`src/rtl/fifo_pkg.sv`:
```
// Shared types and helpers for the RAM-backed FIFO controller.
// Pointer flags are derived from the wrap-bit pointer pair.
package fifo_pkg;

   localparam int unsigned DataWDef = 8;
   localparam int unsigned AddrWDef = 4;

   typedef enum logic {
      StInit,
      StRun
   } state_e;

   typedef struct packed {
      logic full;
      logic empty;
   } ptr_flags_t;

   // Pointers are zero-extended to 32 bits; aw is the RAM address width.
   function automatic ptr_flags_t ptr_flags(input logic [31:0] wr, input logic [31:0] rd,
                                            input int unsigned aw);
      ptr_flags_t  f;
      logic [31:0] diff;
      logic [31:0] mask;
      diff    = wr ^ rd;
      mask    = (32'd1 << aw) - 32'd1;
      f.full  = ((diff & mask) == 32'd0) && diff[aw];
      f.empty = (diff == 32'd0);
      return f;
   endfunction

endpackage

```
`src/rtl/fifo_ptr.sv`:
```
// Wrap-bit pointer: a plain binary counter whose MSB toggles each time the
// lower address bits roll over.
module fifo_ptr #(
   parameter int unsigned Width = 5
) (
   input  logic             clk_i,
   input  logic             rst_ni,
   input  logic             inc_i,
   output logic [Width-1:0] ptr_o
);

   logic [Width-1:0] ptr_q, ptr_d;

   always_comb begin
      ptr_d = ptr_q;
      if (inc_i) ptr_d = ptr_q + Width'(1);
   end

   always_ff @(posedge clk_i) begin
      if (!rst_ni) ptr_q <= '0;
      else         ptr_q <= ptr_d;
   end

   assign ptr_o = ptr_q;

endmodule

```
`src/rtl/ram_fifo_ctrl.sv`:
```
// Push/pop FIFO control stage driving both ports of an external dual-port RAM.
// Clears the RAM once after every reset before accepting traffic.
module ram_fifo_ctrl
   import fifo_pkg::*;
#(
   parameter int unsigned DATA_W   = DataWDef,
   parameter int unsigned ADDR_W   = AddrWDef,
   parameter int unsigned AF_LEVEL = 12,
   parameter int unsigned AE_LEVEL = 4
) (
   input  logic              clk_i,
   input  logic              rst_ni,
   input  logic              push_i,
   input  logic [DATA_W-1:0] din_i,
   input  logic              pop_i,
   output logic [DATA_W-1:0] dout_o,
   output logic              dout_valid_o,
   output logic              full_o,
   output logic              empty_o,
   output logic              almost_full_o,
   output logic              almost_empty_o,
   output logic [ADDR_W:0]   count_o,
   output logic              init_done_o,
   output logic              overflow_o,
   output logic              underflow_o,
   input  logic              clr_err_i,
   output logic              ram_we_o,
   output logic [ADDR_W-1:0] ram_wr_addr_o,
   output logic [DATA_W-1:0] ram_din_o,
   output logic              ram_re_o,
   output logic [ADDR_W-1:0] ram_re_addr_o,
   input  logic [DATA_W-1:0] ram_dout_i
);

   localparam int unsigned DEPTH = 2 ** ADDR_W;
   localparam int unsigned PW    = ADDR_W + 1;

   state_e              state_q, state_d;
   logic [ADDR_W-1:0]   init_addr_q, init_addr_d;
   logic [PW-1:0]       wr_ptr, rd_ptr;
   logic [PW-1:0]       count_q, count_d;
   logic [DATA_W-1:0]   dout_q, dout_d;
   logic                dout_valid_q, dout_valid_d;
   logic                overflow_q, overflow_d;
   logic                underflow_q, underflow_d;
   logic                run, push_ok, pop_ok;
   ptr_flags_t          flags;

   assign flags   = ptr_flags(32'(wr_ptr), 32'(rd_ptr), ADDR_W);
   assign run     = (state_q == StRun);
   assign push_ok = run & push_i & ~flags.full;
   assign pop_ok  = run & pop_i & ~flags.empty;

   fifo_ptr #(
      .Width (PW)
   ) u_wr_ptr (
      .clk_i  (clk_i),
      .rst_ni (rst_ni),
      .inc_i  (push_ok),
      .ptr_o  (wr_ptr)
   );

   fifo_ptr #(
      .Width (PW)
   ) u_rd_ptr (
      .clk_i  (clk_i),
      .rst_ni (rst_ni),
      .inc_i  (pop_ok),
      .ptr_o  (rd_ptr)
   );

   // State register
   always_ff @(posedge clk_i) begin
      if (!rst_ni) begin
         state_q     <= StInit;
         init_addr_q <= '0;
      end else begin
         state_q     <= state_d;
         init_addr_q <= init_addr_d;
      end
   end

   // Next state
   always_comb begin
      state_d     = state_q;
      init_addr_d = init_addr_q;
      unique case (state_q)
         StInit: begin
            init_addr_d = init_addr_q + ADDR_W'(1);
            if (init_addr_q == ADDR_W'(DEPTH - 1)) state_d = StRun;
         end
         StRun:   state_d = StRun;
         default: state_d = StInit;
      endcase
   end

   // RAM port outputs; both strobes are forced low while reset is held.
   always_comb begin
      ram_we_o      = 1'b0;
      ram_wr_addr_o = wr_ptr[ADDR_W-1:0];
      ram_din_o     = din_i;
      ram_re_o      = 1'b0;
      ram_re_addr_o = rd_ptr[ADDR_W-1:0];
      unique case (state_q)
         StInit: begin
            ram_we_o      = rst_ni;
            ram_wr_addr_o = init_addr_q;
            ram_din_o     = '0;
         end
         StRun: begin
            ram_we_o = rst_ni & push_ok;
            ram_re_o = rst_ni & pop_ok;
         end
         default: ;
      endcase
   end

   always_comb begin
      count_d = count_q;
      unique case ({push_ok, pop_ok})
         2'b10:   count_d = count_q + PW'(1);
         2'b01:   count_d = count_q - PW'(1);
         default: count_d = count_q;
      endcase
      dout_d       = pop_ok ? ram_dout_i : dout_q;
      dout_valid_d = pop_ok;
      // Set beats clear when both happen in the same cycle.
      overflow_d   = (run & push_i & flags.full) | (overflow_q & ~clr_err_i);
      underflow_d  = (run & pop_i & flags.empty) | (underflow_q & ~clr_err_i);
   end

   always_ff @(posedge clk_i) begin
      if (!rst_ni) begin
         count_q      <= '0;
         dout_q       <= '0;
         dout_valid_q <= 1'b0;
         overflow_q   <= 1'b0;
         underflow_q  <= 1'b0;
      end else begin
         count_q      <= count_d;
         dout_q       <= dout_d;
         dout_valid_q <= dout_valid_d;
         overflow_q   <= overflow_d;
         underflow_q  <= underflow_d;
      end
   end

   assign dout_o         = dout_q;
   assign dout_valid_o   = dout_valid_q;
   assign full_o         = ~run | flags.full;
   assign empty_o        = flags.empty;
   assign count_o        = count_q;
   assign almost_full_o  = (32'(count_q) >= AF_LEVEL);
   assign almost_empty_o = (32'(count_q) <= AE_LEVEL);
   assign init_done_o    = run;
   assign overflow_o     = overflow_q;
   assign underflow_o    = underflow_q;

endmodule

```
`config.mk`:
```
export PLATFORM = sky130hd
export DESIGN_NAME = ram_fifo_ctrl
export DESIGN_NICKNAME = d
export VERILOG_FILES = /design/src/rtl/fifo_pkg.sv /design/src/rtl/fifo_ptr.sv /design/src/rtl/ram_fifo_ctrl.sv
export SDC_FILE = /design/constraint.sdc
export NUM_CORES = 1
export LEC_CHECK = 0
export ABC_AREA = 1
export CORE_MARGIN = 2
export CORE_UTILIZATION = 40
export CTS_CLUSTER_SIZE = 8
export DETAILED_ROUTE_END_ITERATION = 12
export PLACE_DENSITY = 0.71
export SLEW_MARGIN = 25
export SYNTH_ARGS = -nofsm -noshare
export SYNTH_HDL_FRONTEND = slang
export SYNTH_SLANG_ARGS = --single-unit
```
`constraint.sdc`:
```
create_clock -name clk_i -period 7.2 [get_ports clk_i]
set_input_delay 0.72 -clock clk_i [delete_from_list [all_inputs] [get_ports clk_i]]
set_output_delay 0.72 -clock clk_i [all_outputs]
set_load 0.02 [all_outputs]
```
# Word-level counts from Yosys, hierarchy flattened
# Cells that the tools add are included.
totals:
  output_inout_bits: 39
  elab_cells: 48
  register_bits: 31
  input_bits: 21
op_classes:
  bitwise: 18
  n_eq_ne: 3
  muxes: 7
  reduce_logical: 4
  magnitude_cmp: 2
  addsub: 5
ops:
  columns: ["op", "count"]
  rows:
  - ["$logic_not A32 Y1", 2]
  - ["$add A5 B1 Y5 const B", 3]
  - ["$and A1 B1 Y1", 10]
  - ["$pmux W5 S2", 1]
  - ["$mux W8", 1]
  - ["$ge A5 B4 Y1 const B", 1]
  - ["$le A5 B3 Y1 const B", 1]
  - ["$sub A5 B1 Y5 const B", 1]
  - ["$xor A5 B5 Y5", 1]
  - ["$add A4 B1 Y4 const B", 1]
  - ["$eq A4 B4 Y1 const B", 1]
  - ["$mux W4", 1]
  - ["$not A1 Y1", 4]
  - ["$pmux W1 S2", 2]
  - ["$or A1 B1 Y1", 3]
  - ["$eq A2 B1 Y1 const B", 1]
  - ["$eq A2 B2 Y1 const B", 1]
  - ["$mux W1", 2]
  - ["$reduce_bool A2 Y1", 1]
  - ["$logic_and A1 B1 Y1", 1]

# Longest topological paths before layout
# Gate-level depths: netlist (run 1).
depth:
  word_depth: 7
  ltp_mapped: 18
  depth_no_buf: 17

# By module
# A second synthesis (run 1) with hierarchy kept.
unflattened:
  hier_cells: 270
  area_unflattened_um2: 1742.9
by_module_without_submodules:
  columns: ["mod", "n_inst", "cells_per_inst", "seq_area_each_um2", "area_each_um2"]
  rows:
  - ["ram_fifo_ctrl", 1, 214, 420.4, 1322.5]
  - ["fifo_ptr", 2, 28, 100.1, 210.2]

# Worst setup path before layout (run 1)
# Ideal clock, no wire load.
synth_path:
  path_kind: "in2reg"
  startpoint: "input pop_i"
  endpoint: "register count_q[4] (netlist: count_o[4])"
  path_buffers: 1
  slack_ps: 4845
  path_stages: 14
  arrival_ps: 2238
  required_ps: 7083
  setup_time_ps: 117
  cell_sequence: "nand2_1 -> inv_1 -> nand2_4 -> inv_2 -> buf_6 -> ha_1 -> xor2_1 -> ha_1 -> a21o_1 -> nand3_1 -> nand3_1 -> nand2_1 -> nor2_1 -> nor2_1"
synth_between:
  elab_chain_cells: 4
  elab_cells_between_ends: 6
  cone_classes: "eq/ne (2); mux (1); bitwise (2); reduce/logical (1)"
synth_rtl:
  columns: ["item", "line", "rtl"]
  rows:
  - ["start, declared", "ram_fifo_ctrl.sv:15", "input logic pop_i,"]
  - ["$and A1 B1 Y1 (*) (2 in series)", "ram_fifo_ctrl.sv:52", "assign pop_ok = run & pop_i & ~flags.empty;"]
  - ["named net dout_valid_d", "ram_fifo_ctrl.sv:43", "logic dout_valid_q, dout_valid_d;"]
  - ["$eq A2 B1 Y1 or $eq A2 B2 Y1 (tied branches)", "ram_fifo_ctrl.sv:120", "unique case ({push_ok, pop_ok})"]
  - ["$pmux W5 S2 or $reduce_bool A2 Y1 (tied branches)", null, null]
  - ["end signal, assigned", "ram_fifo_ctrl.sv:140", "count_q <= count_d;"]
  - ["end, declared", "ram_fifo_ctrl.sv:41", "logic [PW-1:0] count_q, count_d;"]
# The timed path passes the listed nets; every way through them passes the cells marked *.
# A chain may end at the register's enable or synchronous reset.

# Worst setup path in the final report (run 1)
layout_path:
  startpoint: "input rst_ni"
  endpoint: "output ram_we_o"
layout_between:
  elab_chain_cells: 2
layout_rtl:
  columns: ["item", "line", "rtl"]
  rows:
  - ["start, declared", "ram_fifo_ctrl.sv:12", "input logic rst_ni,"]
  - ["$and A1 B1 Y1", "ram_fifo_ctrl.sv:111", "ram_we_o = rst_ni & push_ok;"]
  - ["$pmux W1 S2 (*)", "ram_fifo_ctrl.sv:104", "unique case (state_q)"]
  - ["end, declared", "ram_fifo_ctrl.sv:27", "output logic ram_we_o,"]
# Every way passes the cells marked *; elsewhere a longest branch is shown, timed or not.

==> results of run 1 <==
==> layout make-up <==
class                   count  area (um2)
fillers                   423        1880
repair buffers             59         591
clock inverters             1        5.00
well taps                  52        65.1
flip-flops and latches     31         621
clock buffers               6        82.6
multi-input cells         178         962
inverters                  40         150
==> cell usage in the layout (no fill, tap or decap), drive strengths merged <==
cell,synthesis,final
nand3,21,21
a21oi,21,21
clkbuf,6,6
nand3b,10,10
nor4,1,1
nor3,2,2
o21ai,9,9
nand4,1,1
nand2,60,60
o21bai,2,2
xnor2,3,3
clkdlybuf4s50,0,59
nor2,33,33
xor2,7,7
clkinv,0,1
inv,40,40
a21o,1,1
dfxtp,31,31
ha,7,7
==> metrics by stage <==
step,area (um2),power (uW),instances
floorplan,1810,189,261
global placement,2390,205,360
detailed placement,2390,205,360
CTS,2480,341,367
global route,2480,349,367
finish,2480,338,367
==> routing by layer <==
layer	global-route usage (%)	share of wire, %	vias up
met5	0	0	-
met4	2.52	0.34	0
met3	4.92	5.4	2
met2	29.4	47	46
met1	19.7	47	768
li1	-	-	923
==> sequential cells by signal, indices dropped and copies added, names as in the netlist <==
signal          count
u_rd_ptr.ptr_o      5
dout_o              8
count_o             5
underflow_o         1
init_done_o         1
u_wr_ptr.ptr_o      5
init_addr_q         4
dout_valid_o        1
overflow_o          1
==> how the worst min path moves through the flow <==
stage | start | slack (ns) | depth (start not counted) | end
floorplan | init_addr_q[3] | 0.47 | 2 | init_done_o
global placement | overflow_o | 0.47 | 2 | overflow_o
detailed placement | overflow_o | 0.45 | 2 | overflow_o
CTS | overflow_o | 0.47 | 2 | overflow_o
global route | dout_o[3] | 0.51 | 2 | dout_o[3]
finish | overflow_o | 0.46 | 2 | overflow_o
==> worst max-delay path: cells and delay by family <==
family / cells / cell delay [ns]
compound gates: 1 / 0.22
buf+inv: 3 / 1.95
==> cell families (layout without fill, tap and decap cells) <==
family / Yosys count / count (layout) / synth area share, %
AOI/OAI and AO/OA: 33 / 33 / 9.55
xor gates and xnor gates: 10 / 10 / 4.84
adders and majority gates: 7 / 7 / 4.84
buffers and inverters: 52 / 106 / 12.5
DFF: 31 / 31 / 34.3
and+or+nand+nor: 128 / 128 / 34.0
==> Yosys cell counts <==
| cell type | count |
|---|---|
| nand2_1 | 57 |
| inv_1 | 36 |
| dfxtp_1 | 31 |
| nor2_1 | 22 |
| a21oi_1 | 21 |
| nand3_1 | 19 |
| nand3b_1 | 10 |
| nor2_2 | 10 |
| o21ai_0 | 9 |
| ha_1 | 7 |
| xor2_1 | 7 |
| clkbuf_1 | 6 |
| buf_4 | 4 |
| inv_2 | 4 |
| xnor2_1 | 3 |
| buf_6 | 2 |
| nand2_2 | 2 |
| nor3_1 | 2 |
| o21bai_1 | 2 |
| a21o_1 | 1 |
| nand2_4 | 1 |
| nand3_2 | 1 |
| nand3_4 | 1 |
| nand4_1 | 1 |
| nor2_4 | 1 |
| nor4_1 | 1 |
==> where the power goes <==
group | internal, uW | total, uW | leakage [uW] | switching, uW
Sequential | 173 | 174 | 0.000250 | 1.41
Combinational | 15.6 | 26.5 | 0.000804 | 10.9
Clock | 74.9 | 137 | 0.0000470 | 62.5
==> results_dict.tcl, run 1 <==
set metrics [dict create \
    setup_tns_ns 0 \
    synth_fp_nets 289 \
    grt_pass1_wl_um 6870 \
    ys_ff_latch 31 \
    route.vias.total 1739 \
    grtUsageTotal_pct 16.4 \
    crit_chain "clkdlybuf4s50_1 > inv_1 > a21oi_1 > clkdlybuf4s50_1" \
    drt_iter0_markers 95 \
    yosysSeqAreaShare_pct 34.3 \
    core_area_um2 4350 \
    clock_skew_ns 0.0108 \
    drive_gt1_share_pct 8.57 \
    critical_path.startpoint "rst_ni" \
    grt_max_degree 25 \
    gr-total-overflow 0 \
    die_area_um2 5070 \
    setup_viol 0 \
    worst-r2r-cell-count 11 \
    cts_tree "yes" \
    initial_core_util_pct 41.5 \
    cts_buffers 5 \
    r2r-end "count_o[2]" \
    hold_class "register to register" \
    synth_top_cell_area_share_pct 34.3 \
    leakage_uw 0.00110 \
    tightestPinTransition_ns 0.726 \
    status "completed" \
    place_congestion 0.780 \
    worst_slack_ns 3.58 \
    worstSetupEndpointType "output pin" \
    place_ws_ns 3.56 \
    cts_hold_buf 0 \
    layout.nets 343 \
    finalCritPeriodShare_pct 50.3 \
    r2r_start "init_done_o" \
    syn_area_um2 1810 \
    peakVddDrop_uv 72.3 \
    postSynthCellCount 261 \
    post-dp-hpwl_um 3020 \
    max_cap_viol_count 0 \
    htree_levels 2 \
    worstSetupEndpoint "ram_we_o" \
    root_buffer "clkbuf_8" \
    relSlewSlack_pct 51.5 \
    ios 60 \
    die_h_um 71.2 \
    ant_nets 0 \
    via_per_inst 4.74 \
    cts_setup_buffers 0 \
    wirelength_um 4110 \
    whs_ns 0.463 \
    path_max_fanout 18 \
    ys_top_cells_by_area "dfxtp_1, nand2_1, inv_1" \
    synth_cell_types 26 \
    criticalPathCategory "primary input to output pin" \
    hold_viol 0 \
    avgSynthCellArea_um2 6.93 \
    path_clk_slew_ns 0.07 \
    ys_warn_count 0 \
    utilization_pct 56.9 \
    diodes 0 \
    antenna_found_initial 0 \
    wl_per_cell_um 11.2 \
    rsz0062_at_grt "no" \
    cts_resized 0 \
    yosysTopAreaCell "dfxtp_1" \
    drt_pass1_iterations 4 \
    worstPathRequired_ns 6.48 \
    clockBufferDepth 2 \
    slew_violations 0 \
    die_w_um 71.2 \
    area_growth_syn_to_layout_pct 37.0 \
    clock_latency_ns 0.28 \
    drc 0 \
    period_minus_slack_ns 3.62 \
    arrival_ns 2.90 \
    io_buffers 59 \
    cp-start-kind "primary input" \
    slowest_delay_ns 0.88 \
    critical_path.slowest_cell "clkdlybuf4s50_1" \
    grt_pass1_vias 1634 \
    path_common_cell "clkdlybuf4s50_1" \
    cts_sinks 31 \
    fmax_ghz 0.276 \
    pwr_density_cell_nw_per_um2 137 \
    rows 24 \
    reg2reg_slack_ns 4.17 \
]
Note: power is estimated with default switching activity, not from simulation.
==> inputs of run 2 (changes only) <==
- PLACE_DENSITY: 0.71 -> 0.74
- clock period: 7.2 -> 3.3 ns (I/O delays scaled with it)
==> run 2 against run 1 <==
Effect of this change: first-iteration DRC count decreased by 25%; sequential power increased by 120%; clock power increased by 98%; sequential cell count unchanged; highest routed layer unchanged.
==> results_dict.tcl, run 2 (same netlist as run 1, synthesis figures left out) <==
set metrics [dict create \
    peakVddDrop_uv 118 \
    worstSetupEndpointType "register" \
    die_area_um2 5070 \
    r2r-end "count_o[4]" \
    layout_common_cells "clkdlybuf4s50_1, nand2_1, inv_1, dfxtp_1, nor2_1" \
    hold_class "register to register" \
    register_area_um2 621 \
    die_w_um 71.2 \
    grt_max_degree 21 \
    crit_chain "inv_1 > nand2_1 > nand2_1 > nor2_2 > nand3_4 > nand2_4 > inv_2 > ha_1 > xor2_1 > ha_1 > a21o_1 > nand3_1 > nand3_1 > nand2_1 > nor2_1 > nor2_1" \
    layout.nets 347 \
    clock_latency_ns 0.28 \
    grtUsageTotal_pct 17.1 \
    slew_violations 0 \
    reg2reg_slack_ns 0.63 \
    post-dp-hpwl_um 3040 \
    grt_pass1_wl_um 7030 \
    path_max_fanout 15 \
    utilization_pct 57.2 \
    initial_core_util_pct 41.5 \
    drive_gt1_share_pct 9.12 \
    relSlewSlack_pct 77.3 \
    grt_pass1_vias 1697 \
    area_growth_syn_to_layout_pct 37.8 \
    worstSetupEndpoint "count_o[4]" \
    filler_cell_count 432 \
    clock_skew_ns 0.00355 \
    ios 60 \
    antenna_found_initial 0 \
    fmax_ghz 0.375 \
    drt_iter0_markers 71 \
    setup_viol 0 \
    diodes 0 \
    critical_path.slowest_cell "dfxtp_1" \
    r2r_start "u_rd_ptr.ptr_o[0]" \
    status "completed" \
    cts_hold_buf 0 \
    cp-start-kind "register" \
    die_h_um 71.2 \
    root_buffer "clkbuf_8" \
    ant_nets 0 \
    clockBufferDepth 2 \
    slowest_delay_ns 0.46 \
    multi_input_area_um2 962 \
    setup_tns_ns 0 \
    path_common_cell "nand2_1" \
    worstPathRequired_ns 3.48 \
    leakage_uw 0.00111 \
    place_congestion 0.843 \
    drc 0 \
    via_per_inst 4.80 \
    cts_resized 0 \
    largest_register_ffs 8 \
    final_common_cell "clkdlybuf4s50_1" \
    core_area_um2 4350 \
    wirelength_um 4120 \
    period_minus_slack_ns 2.67 \
    max_cap_viol_count 0 \
    criticalPathCategory "register to register" \
    drt_pass1_iterations 4 \
    hold_viol 0 \
    tightestPinTransition_ns 0.338 \
    gr-total-overflow 0 \
    pwr_density_cell_nw_per_um2 286 \
    cts_sinks 31 \
    worst-r2r-cell-count 16 \
    place_area_um2 2420 \
    wl_per_cell_um 11.1 \
    route.vias.total 1777 \
    htree_levels 2 \
    cts_tree "yes" \
    critical_path.startpoint "u_rd_ptr.ptr_o[0]" \
    io_buffers 59 \
    final_cell_area_um2 2490 \
    arrival_ns 2.84 \
    path_clk_slew_ns 0.06 \
    finalCritPeriodShare_pct 80.8 \
    cts_setup_buffers 0 \
    rows 24 \
    cts_buffers 5 \
    hp-start "underflow_o" \
    rsz0062_at_grt "no" \
]
-- run 2: cell count changes in the layout (fill, tap and decap cells not counted), sizes merged --
cell,change
clkinv,-1
buf,+4
-- run 2: worst min path at each step --
stage,endpoint,slack [ns],depth (start not counted)
global placement,underflow_o,0.46,2
finish,underflow_o,0.47,2
global route,dout_o[0],0.50,2
CTS,underflow_o,0.47,2
floorplan,init_done_o,0.47,2
detailed placement,underflow_o,0.46,2
-- run 2: critical path, delay by kind of cell, from the launching register on --
family,cells,cell delay [ns]
xor+xnor,1,0.23
simple gates,10,1.06
compound gates,1,0.11
flops,1,0.46
buf+inv,2,0.20
fa+ha+maj,2,0.51
-- run 2: power breakdown --
group / internal, uW / total (uW) / switching, uW
clock network: 140 / 271 / 131
registers: 378 / 380 / 2.89
logic: 35.7 / 60.6 / 24.9
total: 553 / 712 / 158
-- run 2: cell type report --
class | count | share of cell area [%]
inverter | 40 | 6.03
timing repair buffer | 63 | 24.9
multi-input combinational | 178 | 38.6
sequential | 31 | 24.9
clock buffer | 6 | 2.91
tap | 52 | 2.61
-- run 2: metal layers --
metal,wire length (um),track usage [%],up-vias
met5,0,0,-
met3,278,5.63,11
li1,-,-,929
met1,1760,20.1,783
met2,2000,28.8,54
met4,87,6.71,0
-- run 2: per-stage QoR --
step                instances  hold slack, ns  total power, uW  setup slack [ns]
finish                    370           0.472              712             0.635
global placement          364           0.462              448             0.706
floorplan                 261           0.469              412             0.964
CTS                       370           0.474              718             0.601
detailed placement        364           0.464              449             0.629
global route              370           0.496              735             0.334
==> inputs of run 3 (changes only) <==
- clock period: 3.3 -> 2.15 ns (I/O delays scaled with it)
==> run 3 against run 2 <==
Effect of this change: the flow now finishes with violations (negative setup slack); via count is 6.0% higher; core utilization grew 5.8 points; sequential power increased by 52%; sequential cell count unchanged; first-iteration DRC count grew 18%; register-to-register slack got worse by 0.63 ns; critical endpoint unchanged; maximum frequency grew 24%; clock-buffer cell count is 1 higher; worst hold slack lost 0.0049 ns.
==> results_dict.tcl, run 3 (same netlist as run 1, synthesis figures left out) <==
set metrics [dict create \
    status "finished, violations left" \
    violations "negative setup slack" \
    grtUsageTotal_pct 16.7 \
    whs_ns 0.467 \
    worstSetupEndpointType "register" \
    reg2reg_slack_ns -0.0003 \
    root_buffer "clkbuf_8" \
    initial_core_util_pct 41.5 \
    seqPwrFrac_pct 52.2 \
    clock_latency_ns 0.28 \
    hold_viol 0 \
    clockPowerShare_pct 39.4 \
    die_area_um2 5070 \
    layout.nets 365 \
    worstPathRequired_ns 2.33 \
    layout_common_cells "clkdlybuf4s50_1, nand2_1, inv_1, dfxtp_1" \
    post-dp-hpwl_um 3110 \
    grt_pass1_wl_um 6870 \
    route.vias.total 1883 \
    gr-total-overflow 0 \
    grt_max_degree 20 \
    p_sw_share_pct 22.7 \
    hold_class "register to register" \
    cp-start-kind "register" \
    relSlewSlack_pct 83.5 \
    wl_per_cell_um 11.4 \
    p_switching_uw 250 \
    io_buffers 59 \
    cts_sinks 31 \
    period_minus_slack_ns 2.15 \
    final_common_cell "clkdlybuf4s50_1" \
    drc 0 \
    drive_gt1_share_pct 21.3 \
    place_congestion 0.852 \
    die_h_um 71.2 \
    largest_register_ffs 8 \
    area_growth_syn_to_layout_pct 51.8 \
    slew_violations 0 \
    clock_skew_ns 0.00735 \
    grt_pass1_vias 1616 \
    drt_iter0_markers 84 \
    htree_levels 2 \
    worst_slack_ns -0.000262 \
    via_per_inst 4.83 \
    rsz0062_at_grt "yes" \
    arrival_ns 2.33 \
    peakVddDrop_uv 244 \
    cts_buffers 5 \
    ant_nets 0 \
    finalCritPeriodShare_pct 100 \
    criticalPathCategory "register to register" \
    r2r_start "u_rd_ptr.ptr_o[2]" \
    cts_hold_buf 0 \
    diodes 0 \
    filler_cell_count 391 \
    setup_tns_ns -0.000262 \
    ios 60 \
    setup_viol 1 \
    antenna_found_initial 0 \
    hp-start "overflow_o" \
    leakage_uw 0.00124 \
    p_comb_share_pct 8.4 \
    path_max_fanout 6 \
    tightestPinTransition_ns 0.247 \
    critical_path.startpoint "u_rd_ptr.ptr_o[2]" \
    core_area_um2 4350 \
    max_cap_viol_count 0 \
    pwr_density_cell_nw_per_um2 402 \
    rows 24 \
    p_int_uw 853 \
    path_clk_slew_ns 0.07 \
    drt_pass1_iterations 4 \
    cts_tree "yes" \
    die_w_um 71.2 \
    fmax_ghz 0.465 \
    wirelength_um 4430 \
    clockBufferDepth 2 \
]
## run 3: cell count changes in the layout (fill, tap and decap cells not counted), sizes merged
cell           previous run  this run
buf                       4        22
clkbuf                    6         7
dlymetal6s2s              0         2
clkinv                    0         1
clkdlybuf4s50            59        54
dlygate4sd2               0         3
## run 3: area by class of cell
cell class	count	area, um2	share of cell area (%)
multi-input combinational	178	1040	38.0
sequential	31	646	23.5
clock inverter	1	5.00	0.182
tap	52	65.1	2.37
timing repair buffer	81	757	27.6
clock buffer	7	76.3	2.78
inverter	40	153	5.56
## run 3: what timing repair did
action | CTS | global route
gates resized for setup | 3 | 25
pin swaps | 0 | 13
setup endpoints to repair | 3 | 5
endpoints found under the hold margin | 0 | 0
setup buffers | 0 | 10
## run 3: critical path: stages (launching register included)
cell and delay [ns]:
dfxtp_4 0.38, inv_2 0.04, nand2_2 0.05, nand2_2 0.06
nor2_4 0.17, nand3_4 0.11, nand2_4 0.12, ha_4 0.19
xor2_2 0.17, ha_2 0.18, a21o_1 0.13, nand3_2 0.10
nand3_2 0.07, nand2_1 0.07, nor2_1 0.12, nor2_1 0.05
## run 3: stage by stage
step / setup WS (ns) / cell area, um2 / instances / utilization, % / power, uW
after CTS: 0.0113 / 2590 / 380 / 59.4 / 1120
after global placement: 0.0846 / 2510 / 372 / 57.6 / 688
final: -0.000262 / 2740 / 390 / 63.0 / 1100
after floorplan: 0.0125 / 1840 / 261 / - / 631
after detailed placement: 0.0305 / 2510 / 372 / 57.6 / 688
after global routing: -0.182 / 2740 / 390 / 63.0 / 1150
## run 3: worst paths after layout
path | end | cells past startpoint
min | overflow_o | 2
max reg2reg | count_o[4] | 15
min reg2reg | overflow_o | 2
max | count_o[4] | 15
## run 3: power by group through the flow
stage | clock network, uW | registers [uW] | logic, uW
final | 434 | 576 | 92.9
after detailed placement | 0 | 595 | 93.1
after floorplan | 0 | 594 | 36.7
after global placement | 0 | 595 | 93.2
after CTS | 447 | 582 | 93.4
after global routing | 472 | 576 | 103
## run 3: layer usage
metal  global-route usage, %  part of all wire [%]
met5                       0                     0
met4                    9.43                   2.6
met3                    3.52                   6.2
met2                    27.0                    48
met1                    20.8                    43
